$ cat src/rtl/weight_buffer_sequencer.sv
// weight_buffer_sequencer: owns both weight_buffer ports; loads weights from a
// valid/ready stream and replays contiguous wrap-around read bursts.
module weight_buffer_sequencer #(
    parameter int DATA_WIDTH  = 8,
    parameter int NUM_WEIGHTS = 256,
    parameter int ADDR_W      = $clog2(NUM_WEIGHTS)
) (
    input  logic                  clk,
    input  logic                  rst_n,
    input  logic                  start_load,
    input  logic [ADDR_W:0]       load_len,
    input  logic                  start_stream,
    input  logic [ADDR_W-1:0]     base_addr,
    input  logic [ADDR_W:0]       stream_len,
    input  logic                  s_valid,
    input  logic [DATA_WIDTH-1:0] s_data,
    output logic                  s_ready,
    output logic                  buf_load_enable,
    output logic [ADDR_W-1:0]     buf_load_addr,
    output logic [DATA_WIDTH-1:0] buf_load_data,
    output logic                  buf_read_enable,
    output logic [ADDR_W-1:0]     buf_read_addr,
    input  logic [DATA_WIDTH-1:0] buf_weight_data,
    output logic                  w_valid,
    output logic [DATA_WIDTH-1:0] w_data,
    output logic                  w_last,
    output logic                  busy,
    output logic                  done,
    output logic                  err
);
    typedef enum logic [1:0] {IDLE, LOAD, STREAM, DRAIN} state_t;

    localparam logic [ADDR_W-1:0] LAST_ADDR = ADDR_W'(NUM_WEIGHTS - 1);
    localparam logic [ADDR_W-1:0] ADDR_ONE  = ADDR_W'(1);
    localparam logic [ADDR_W:0]   LEN_ONE   = (ADDR_W + 1)'(1);

    state_t                state, state_d;
    logic [ADDR_W-1:0]     wr_ptr, wr_ptr_d, rd_ptr, rd_ptr_d, read_addr_d;
    logic [ADDR_W:0]       remaining, remaining_d;
    logic                  read_en_d, w_last_d, done_d, err_d, any_start;

    // Explicit compare so non-power-of-two depths wrap correctly.
    function automatic logic [ADDR_W-1:0] inc(input logic [ADDR_W-1:0] p);
        return (p == LAST_ADDR) ? '0 : p + ADDR_ONE;
    endfunction

    assign s_ready         = (state == LOAD);
    assign busy            = (state != IDLE);
    assign buf_load_enable = s_valid & s_ready;
    assign buf_load_addr   = wr_ptr;
    assign buf_load_data   = s_data;
    assign w_data          = buf_weight_data;
    assign any_start       = start_load | start_stream;

    // State and datapath registers; reset aborts any operation in flight.
    always_ff @(posedge clk or negedge rst_n) begin
        if (!rst_n) begin
            state           <= IDLE;
            wr_ptr          <= '0;
            rd_ptr          <= '0;
            remaining       <= '0;
            buf_read_enable <= 1'b0;
            buf_read_addr   <= '0;
            w_valid         <= 1'b0;
            w_last          <= 1'b0;
            done            <= 1'b0;
            err             <= 1'b0;
        end else begin
            state           <= state_d;
            wr_ptr          <= wr_ptr_d;
            rd_ptr          <= rd_ptr_d;
            remaining       <= remaining_d;
            buf_read_enable <= read_en_d;
            buf_read_addr   <= read_addr_d;
            w_valid         <= buf_read_enable;
            w_last          <= w_last_d;
            done            <= done_d;
            err             <= err_d;
        end
    end

    // Next-state logic; the first read is issued on the start edge so data
    // appears two cycles after start_stream.
    always_comb begin
        state_d     = state;
        wr_ptr_d    = wr_ptr;
        rd_ptr_d    = rd_ptr;
        remaining_d = remaining;
        read_en_d   = 1'b0;
        read_addr_d = buf_read_addr;
        w_last_d    = 1'b0;
        done_d      = 1'b0;
        err_d       = 1'b0;
        case (state)
            IDLE: begin
                if (start_load) begin
                    err_d = start_stream;
                    if (load_len == '0) begin
                        done_d = 1'b1;
                    end else begin
                        state_d     = LOAD;
                        wr_ptr_d    = '0;
                        remaining_d = load_len;
                    end
                end else if (start_stream) begin
                    if (stream_len == '0) begin
                        done_d = 1'b1;
                    end else begin
                        state_d     = STREAM;
                        read_en_d   = 1'b1;
                        read_addr_d = base_addr;
                        rd_ptr_d    = inc(base_addr);
                        remaining_d = stream_len - LEN_ONE;
                    end
                end
            end
            LOAD: begin
                err_d = any_start;
                if (s_valid) begin
                    wr_ptr_d    = inc(wr_ptr);
                    remaining_d = remaining - LEN_ONE;
                    if (remaining == LEN_ONE) begin
                        state_d = IDLE;
                        done_d  = 1'b1;
                    end
                end
            end
            STREAM: begin
                err_d = any_start;
                if (remaining != '0) begin
                    read_en_d   = 1'b1;
                    read_addr_d = rd_ptr;
                    rd_ptr_d    = inc(rd_ptr);
                    remaining_d = remaining - LEN_ONE;
                end else begin
                    state_d  = DRAIN;
                    w_last_d = 1'b1;
                    done_d   = 1'b1;
                end
            end
            default: begin
                err_d   = any_start;
                state_d = IDLE;
            end
        endcase
    end
endmodule

$ cat config.mk
export PLATFORM = sky130hd
export DESIGN_NAME = weight_buffer_sequencer
export DESIGN_NICKNAME = d
export VERILOG_FILES = /design/src/rtl/weight_buffer_sequencer.sv
export SDC_FILE = /design/constraint.sdc
export NUM_CORES = 1
export LEC_CHECK = 0
export CORE_UTILIZATION = 40
export CTS_BUF_LIST = sky130_fd_sc_hd__clkbuf_16
export DETAILED_ROUTE_END_ITERATION = 16
export PLACE_DENSITY = 0.79
export SLEW_MARGIN = 25
export SYNTH_ARGS = -nofsm -noshare
export SYNTH_HDL_FRONTEND = slang
export SYNTH_SLANG_ARGS = --single-unit
$ cat constraint.sdc
create_clock -name clk -period 2.1 [get_ports clk]
set_input_delay 0.315 -clock clk [delete_from_list [all_inputs] [get_ports clk]]
set_output_delay 0.315 -clock clk [all_outputs]
set_load 0.05 [all_outputs]
Yosys cells after proc, flatten, opt, wreduce, memory -nomap -nowiden
Cells that the tools add are included.
Word-level totals
  input bits: 47
  output and inout bits: 40
  logic and storage cells: 95
  flip-flop bits (word level): 40
Operators by class
  bitwise gates (word level): 2
  reductions and logical operators: 12
  equality and inequality tests: 18
  muxes and demuxes: 48
  add/subtract/negate cells: 5
Operators by type and width (count)
  $mux W8: 14
  $mux W9: 6
  $pmux W8 S2: 3
  $pmux W9 S3: 1
  $add A8 B1 Y8 const B: 3
  $eq A8 B8 Y1 const B: 3
  $logic_not A9 Y1: 2
  $sub A9 B1 Y9 const B: 2
  $ne A2 B2 Y1 const B: 8
  $mux W1: 14
  $mux W2: 7
  $reduce_and A6 Y1: 2
  $eq A9 B1 Y1 const B: 1
  $ne A3 B3 Y1 const B: 3
  $reduce_bool A9 Y1: 1
  $pmux W2 S3: 1
  $reduce_bool A2 Y1: 3
  $reduce_and A5 Y1: 1
  $reduce_and A4 Y1: 1
  $pmux W1 S3: 1
  $reduce_bool A3 Y1: 1
  $eq A2 B1 Y1 const B: 1
  $eq A2 B2 Y1 const B: 1
  $logic_not A2 Y1: 1
  other kinds (4): 4

Longest topological paths before layout
Gate-level depths: netlist of the first run.
  depth in word-level cells: 6
  depth in mapped cells: 9
  mapped depth without buffers: 7

Worst setup path before layout of the first run
OpenSTA, ideal clock, no wires.
  kind: register -> register
  start point: register state[1]
  end point: register remaining[3]
  setup slack: 0.036 ns
  required time: 2.023 ns
  path buffers: 1
  stages on the path, launching flop included: 9
  arrival time: 1.986 ns
  clock period less this slack: 2.064 ns
  library setup time: 0.077 ns
  cell sequence: dfrtp_1 > inv_1 > ha_1 > nor2b_1 > a311o_1 > a31oi_4 > buf_2 > a21oi_1 > a21oi_1
Between the ends
  cells in the longest elaborated chain, start to end: 3
  elaborated cells on any way between the ends: 11
  classes of those cells: 7 x eq/ne; 1 x mux; 3 x reduce/logical
RTL lines
  start, declared: line 37  | state_t state, state_d;
  start signal, assigned: line 69  | state <= state_d;
  $eq A2 B1 Y1 (*)
  net s_ready: line 17  | output logic s_ready,
  $ne A2 B2 Y1 (no source line) / $reduce_bool A3 Y1 (equally long branches)
  $reduce_and A6 Y1 (no source line)
  end signal, assigned: line 72  | remaining <= remaining_d;
  end, declared: line 39  | logic [ADDR_W:0] remaining, remaining_d;
The timed path passes the listed nets; every way through them passes the cells marked *.
A chain may end at the register's enable or synchronous reset.

Worst setup path after layout of the first run
  start point: input stream_len[1]
  end point: register remaining[7]
Between the ends
  cells in the longest elaborated chain, start to end: 5
  elaborated cells on any way between the ends: 8
  classes of those cells: 1 x add/sub; 1 x eq/ne; 4 x mux; 2 x reduce/logical
RTL lines
  start, declared: line 14  | input logic [ADDR_W:0] stream_len,
  $sub A9 B1 Y9: line 113  | remaining_d = stream_len - LEN_ONE;
  $mux W9: line 106  | if (stream_len == '0) begin
  $mux W9: line 105  | end else if (start_stream) begin
  $mux W9: line 96  | if (start_load) begin
  $pmux W9 S3: line 94  | case (state)
Several ways; a longest one is shown, not always the timed one. The select of a mux whose other input is x is not followed.

==> results of run 1 <==
[worst max-delay path by stage]
stage | slack, ps | endpoint | cells past startpoint
5_1_grt | -40 | remaining[3] | 10
4_1_cts | 40 | remaining[4] | 9
3_5_place_dp | -250 | remaining[4] | 9
3_3_place_gp | -180 | remaining[4] | 9
6_report | 100 | remaining[7] | 7
2_1_floorplan | 40 | remaining[3] | 8
[cells in the final DEF, fill, tap and decap left out, types with 3 or more instances in the layout]
| cell | instances |
|---|---|
| a31oi_1 | 7 |
| o31ai_1 | 6 |
| a211oi_1 | 3 |
| clkbuf_16 | 5 |
| buf_12 | 8 |
| nand4_1 | 5 |
| and3_1 | 6 |
| xnor2_1 | 3 |
| nor4_1 | 6 |
| a22o_1 | 5 |
| o21ai_1 | 25 |
| nor2_1 | 23 |
| clkdlybuf4s50_1 | 50 |
| nand3b_1 | 3 |
| a21oi_1 | 14 |
| mux2i_1 | 9 |
| buf_4 | 37 |
| nand2_1 | 42 |
| inv_1 | 15 |
| xor2_1 | 5 |
| nand3_1 | 19 |
| dfrtp_1 | 40 |
| nor3_1 | 8 |
| o21ai_0 | 8 |
| ha_1 | 11 |
| nand2b_1 | 6 |
| nor2b_1 | 3 |
| o22a_1 | 4 |
[repair_timing]
action,in CTS,in global routing
setup endpoints to repair,0,15
hold endpoints to repair,15,0
buffers inserted,0,1
gates resized for setup,0,2
hold buffers,1,0
[sequential cells by signal, summed over array words and instances (netlist names)]
name             flops
buf_load_addr        8
buf_read_addr        8
buf_read_enable      1
done                 1
err                  1
rd_ptr               8
remaining            9
state                2
w_last               1
w_valid              1
[cells by family after synthesis]
| logic type | after synthesis | synth area share, % |
|---|---|---|
| buffers and inverters | 45 | 8.42 |
| xor gates and xnor gates | 8 | 2.47 |
| muxes | 9 | 3.17 |
| AOI/OAI and AO/OA | 93 | 22.1 |
| adders and majority gates | 12 | 5.20 |
| and+or+nand+nor | 132 | 23.3 |
| DFF | 40 | 35.3 |
[stage by stage]
stage | setup slack (ps) | total power, mW | setup TNS, ps | util (%) | std cells
4_1_cts | 35.7 | 5.59 | 0 | 56.4 | 508
5_1_grt | -38.8 | 6.05 | -230 | 56.9 | 510
2_1_floorplan | 36.1 | 3.68 | 0 | - | 339
3_5_place_dp | -249 | 4.87 | -4250 | 54.3 | 500
3_3_place_gp | -184 | 4.77 | -3290 | 54.3 | 500
6_report | 104 | 5.62 | 0 | 56.9 | 510
[metal layers]
layer	routed length (um)	share of wire, %	GRT usage (%)	vias to the layer above
li1	-	-	-	1378
met1	3230	45	26.4	1300
met2	3360	47	32.4	104
met3	474	6.6	3.62	14
met4	86	1.2	5.76	0
met5	0	0	0	-
[power by group]
group,internal [mW],switching [mW],leakage [nW]
sequential,1.10,0.324,0.501
combinational,1.51,1.98,1.09
clock,0.426,0.272,0.0709
total,3.04,2.58,1.66
[area by class of cell]
cell class / count / share of cell area [%]
multi-input cells: 255 / 41.7
flip-flops and latches: 40 / 25.8
repair buffers: 97 / 24.5
clock buffers: 5 / 3.22
well taps: 96 / 3.09
inverters: 15 / 1.45
clock inverters: 2 / 0.225
==> metrics, run 1 <==
CP cell instances=clkdlybuf4s50_1, buf_4, or4_4, o31a_1, o31ai_2, o22ai_1, a22o_1; Cell Pwr Density=1450 nW/um2; type of origin of the critical path=input port; Arr. time, crit path=2160 ps; via density per instance=5.48; fill count=621; antenna violations before repair=0; Initial Utilization=41.5%; Peak VDD IR=529 uV; drt drc=0; reg2reg path depth=8; CP top delay family=compound AO/OA/AOI/OAI gates; Max-cap violations=0; Max-Slew Margin vs Limit=66.4%; CP startpoint=stream_len[1]; most numerous cell in the Yosys netlist=nand2_1; Mapped Area=2840 um2; r2r setup slk=120 ps; Area growth syn-to-layout=36.9%; Hold Vio Cnt, Final=0; via count=2796; global-route wire length before repair=11.8 mm; Routability Congestion=0.924; Synth area leader=dfrtp_1; Cells after Synth=339; nets=472; chip width=86.2 um; Hold Crit Start=buf_read_enable; ANT nets after route=0; die footprint=7430 um2; Hold Slack=379 ps; Reg2Reg Launch Point=remaining[0]; Root Driver=clkbuf_16; Min Clock Period, post-route=2000 ps; #FFs+latches synth=40; Detailed Routing Iterations Pass 1=5; vias in the first global route=2578; top post-synthesis cells by area=dfrtp_1, nand2_1, ha_1; CP max stage delay=500 ps; Site Rows=30; Tcrit/Tclk final=95.1%; wire per inst=14.0 um; # diodes=0; RSZ-0062 raised after global routing=true; Leak=1.66 nW; drt first-iter violations=144; clock latency on the worst-skew pair=270 ps; worst r2r dst=remaining[4]; final WL=7.15 mm; status=finished clean; CP Max Fanout=4; WP data required=2260 ps; clk_skew=5.84 ps; H-tree depth=2; syn_area_per_cell=8.37 um2; warnings from Yosys=0; dpl hpwl=5.60 mm; fmax=501 MHz; area post-placement=3710 um2; ys async rst share=100%; TritonCTS buffer count=5; Die Y-Extent=86.2 um; final instance area=3880 um2; Reg clk slew, reported paths=60 ps; Multi-input gate area=1620 um2; Crit-path slowest cell=or4_4; worst path buffer plus inverter count=2; I/O Pins=87; Top FF cell, synth=dfrtp_1; worst min path class=flip-flop to flip-flop; Least-Margin Pin Slew=502 ps; Endpoint, Worst Hold=w_valid; TritonCTS clock tree=built; I/O Buffers=54; CTS Buffer Depth=2; crit end category=flip-flop; core area=6830 um2; GRT Total Usage=19.7%; Finish-stage setup viols=0; Yosys cell types=55; share of layout cells above drive strength 1=15.5%; total global routing overflow=0; sequential area share after synthesis=35.3%; Min-Delay Path Depth=0; Final Max Tran Viols=0; number of synthesized flops with an enable pin=0; Synth top cells by count=nand2_1, dfrtp_1, o21ai_1, nor2_1, nand3_1; post-synth top area share=35.3%; Worst Path Class, Setup=input port to flip-flop; Sink Count=40; Synth Net Count=397; Sequential Area=1000 um2; largest net degree at the start of global routing=23
Power figures use the tool's default switching activity.
==> run 2: changes to the inputs <==
CORE_UTILIZATION = 48   (was 40)
PLACE_DENSITY = 0.91   (was 0.79)
==> metrics, run 2 (synthesis results as in run 1) <==
most frequent cells in the layout=clkdlybuf4s50_1, nand2_1, buf_4; die footprint=6220 um2; clk_skew=3.16 ps; switching share of power=47.6%; most common cell after layout, fill and taps aside=clkdlybuf4s50_1; Reg clk slew, reported paths=60 ps; CTS Hold Buffers Added=0; Reg2Reg Launch Point=remaining[0]; core area=5610 um2; Max-Slew Margin vs Limit=64.7%; setup ws final=8.43 ps; Leak=1.65 nW; drt drc=0; drt first-iter violations=237; Peak VDD IR=1010 uV; Worst Path Class, Setup=flip-flop to flip-flop; global-route wire length before repair=12.6 mm; Final TNS setup=0 ps; total global routing overflow=0; part of the power in registers=25.9%; nets=472; H-tree depth=2; Least-Margin Pin Slew=528 ps; dpl hpwl=5.50 mm; Tcrit/Tclk final=99.6%; Initial Utilization=50.6%; Hold Vio Cnt, Final=0; TritonCTS clock tree=built; Routability Congestion=0.883; CP Max Fanout=14; clock network fraction of design power=12.7%; Sink Count=40; Area growth syn-to-layout=34.9%; crit end category=flip-flop; share of layout cells above drive strength 1=16.9%; Finish-stage setup viols=0; reg2reg path depth=9; fmax=478 MHz; Die Y-Extent=78.9 um; via density per instance=6.02; Final Max Tran Viols=0; final WL=8.05 mm; WP data required=2250 ps; Reg with most FFs=remaining; vias in the first global route=2819; Detailed Routing Iterations Pass 1=6; I/O Pins=87; antenna violations before repair=0; worst min path class=input port to async pin; status=finished clean; final core utilization=68.3%; Pwr Total=5.67 mW; type of origin of the critical path=flip-flop; largest net degree at the start of global routing=41; chip width=78.9 um; Arr. time, crit path=2240 ps; r2r setup slk=8 ps; Net Switching=2.70 mW; worst r2r dst=rd_ptr[4]; wire per inst=16.5 um; power share of the combinational group=61.3%; I/O Buffers=54; via count=2932; ANT nets after route=0; Pint=2.97 mW; # diodes=0; Cell Pwr Density=1480 nW/um2; CTS Buffer Depth=2; pre-CTS WS=-258 ps; Largest register FFs=9; clock latency on the worst-skew pair=280 ps; GRT Total Usage=25.8%; Root Driver=clkbuf_16; TritonCTS buffer count=5; Max-cap violations=0; Site Rows=27; Min Clock Period, post-route=2090 ps
==> run 2: per-stage QoR <==
step | hold slack (ps) | cell area [um2] | instances
3_3_place_gp | 376 | 3650 | 478
4_1_cts | 112 | 3780 | 486
6_report | 78.4 | 3830 | 487
5_1_grt | 131 | 3830 | 487
2_1_floorplan | 19.4 | 2840 | 339
3_5_place_dp | 380 | 3650 | 478
==> run 2: routing by layer <==
| metal | up-vias | GRT usage, % | wire length [um] |
|---|---|---|---|
| li1 | 1379 | - | - |
| met1 | 1367 | 31.6 | 3280 |
| met2 | 154 | 44.3 | 4010 |
| met3 | 32 | 4.14 | 522 |
| met4 | 0 | 12.2 | 239 |
| met5 | - | 0 | 0 |
==> run 2: power by group through the flow <==
stage | registers (mW) | logic [mW] | clock network (mW)
floorplan | 1.83 | 1.84 | 0
detailed placement | 1.44 | 3.33 | 0
CTS | 1.44 | 3.35 | 0.727
global placement | 1.42 | 3.21 | 0
global route | 1.51 | 3.77 | 0.762
finish | 1.47 | 3.48 | 0.722
==> run 2: timing repair <==
action / in CTS / in global routing
buffers inserted: 0 / 0
endpoints found under the setup margin: 0 / 22
resized for setup: 0 / 6
==> run 2: how the worst max path moves through the flow <==
| stage | to | start | cells past startpoint | slack, ps |
|---|---|---|---|---|
| 2_1_floorplan | remaining[3] | state[1] | 8 | 40 |
| 3_3_place_gp | remaining[7] | stream_len[1] | 7 | -220 |
| 3_5_place_dp | remaining[7] | stream_len[1] | 7 | -260 |
| 4_1_cts | remaining[7] | stream_len[1] | 7 | 40 |
| 5_1_grt | rd_ptr[4] | stream_len[0] | 9 | -20 |
| 6_report | rd_ptr[4] | remaining[0] | 9 | 8 |
==> run 2: area by class of cell <==
type | instances | area [um2]
well taps | 72 | 90.1
repair buffers | 97 | 901
flip-flops and latches | 40 | 1000
clock buffers | 5 | 125
multi-input cells | 255 | 1640
clock inverters | 3 | 13.8
fillers | 438 | 1780
inverters | 15 | 56.3
==> run 2: worst max-delay path, cell delays in order, from the launching register on <==
cell     delay [ps]
dfrtp_1         370
inv_1            80
ha_1            140
nor4b_1         330
buf_4           200
nand3_1         160
o21ai_2         140
buf_12          160
mux2i_1         280
nor3_1          100
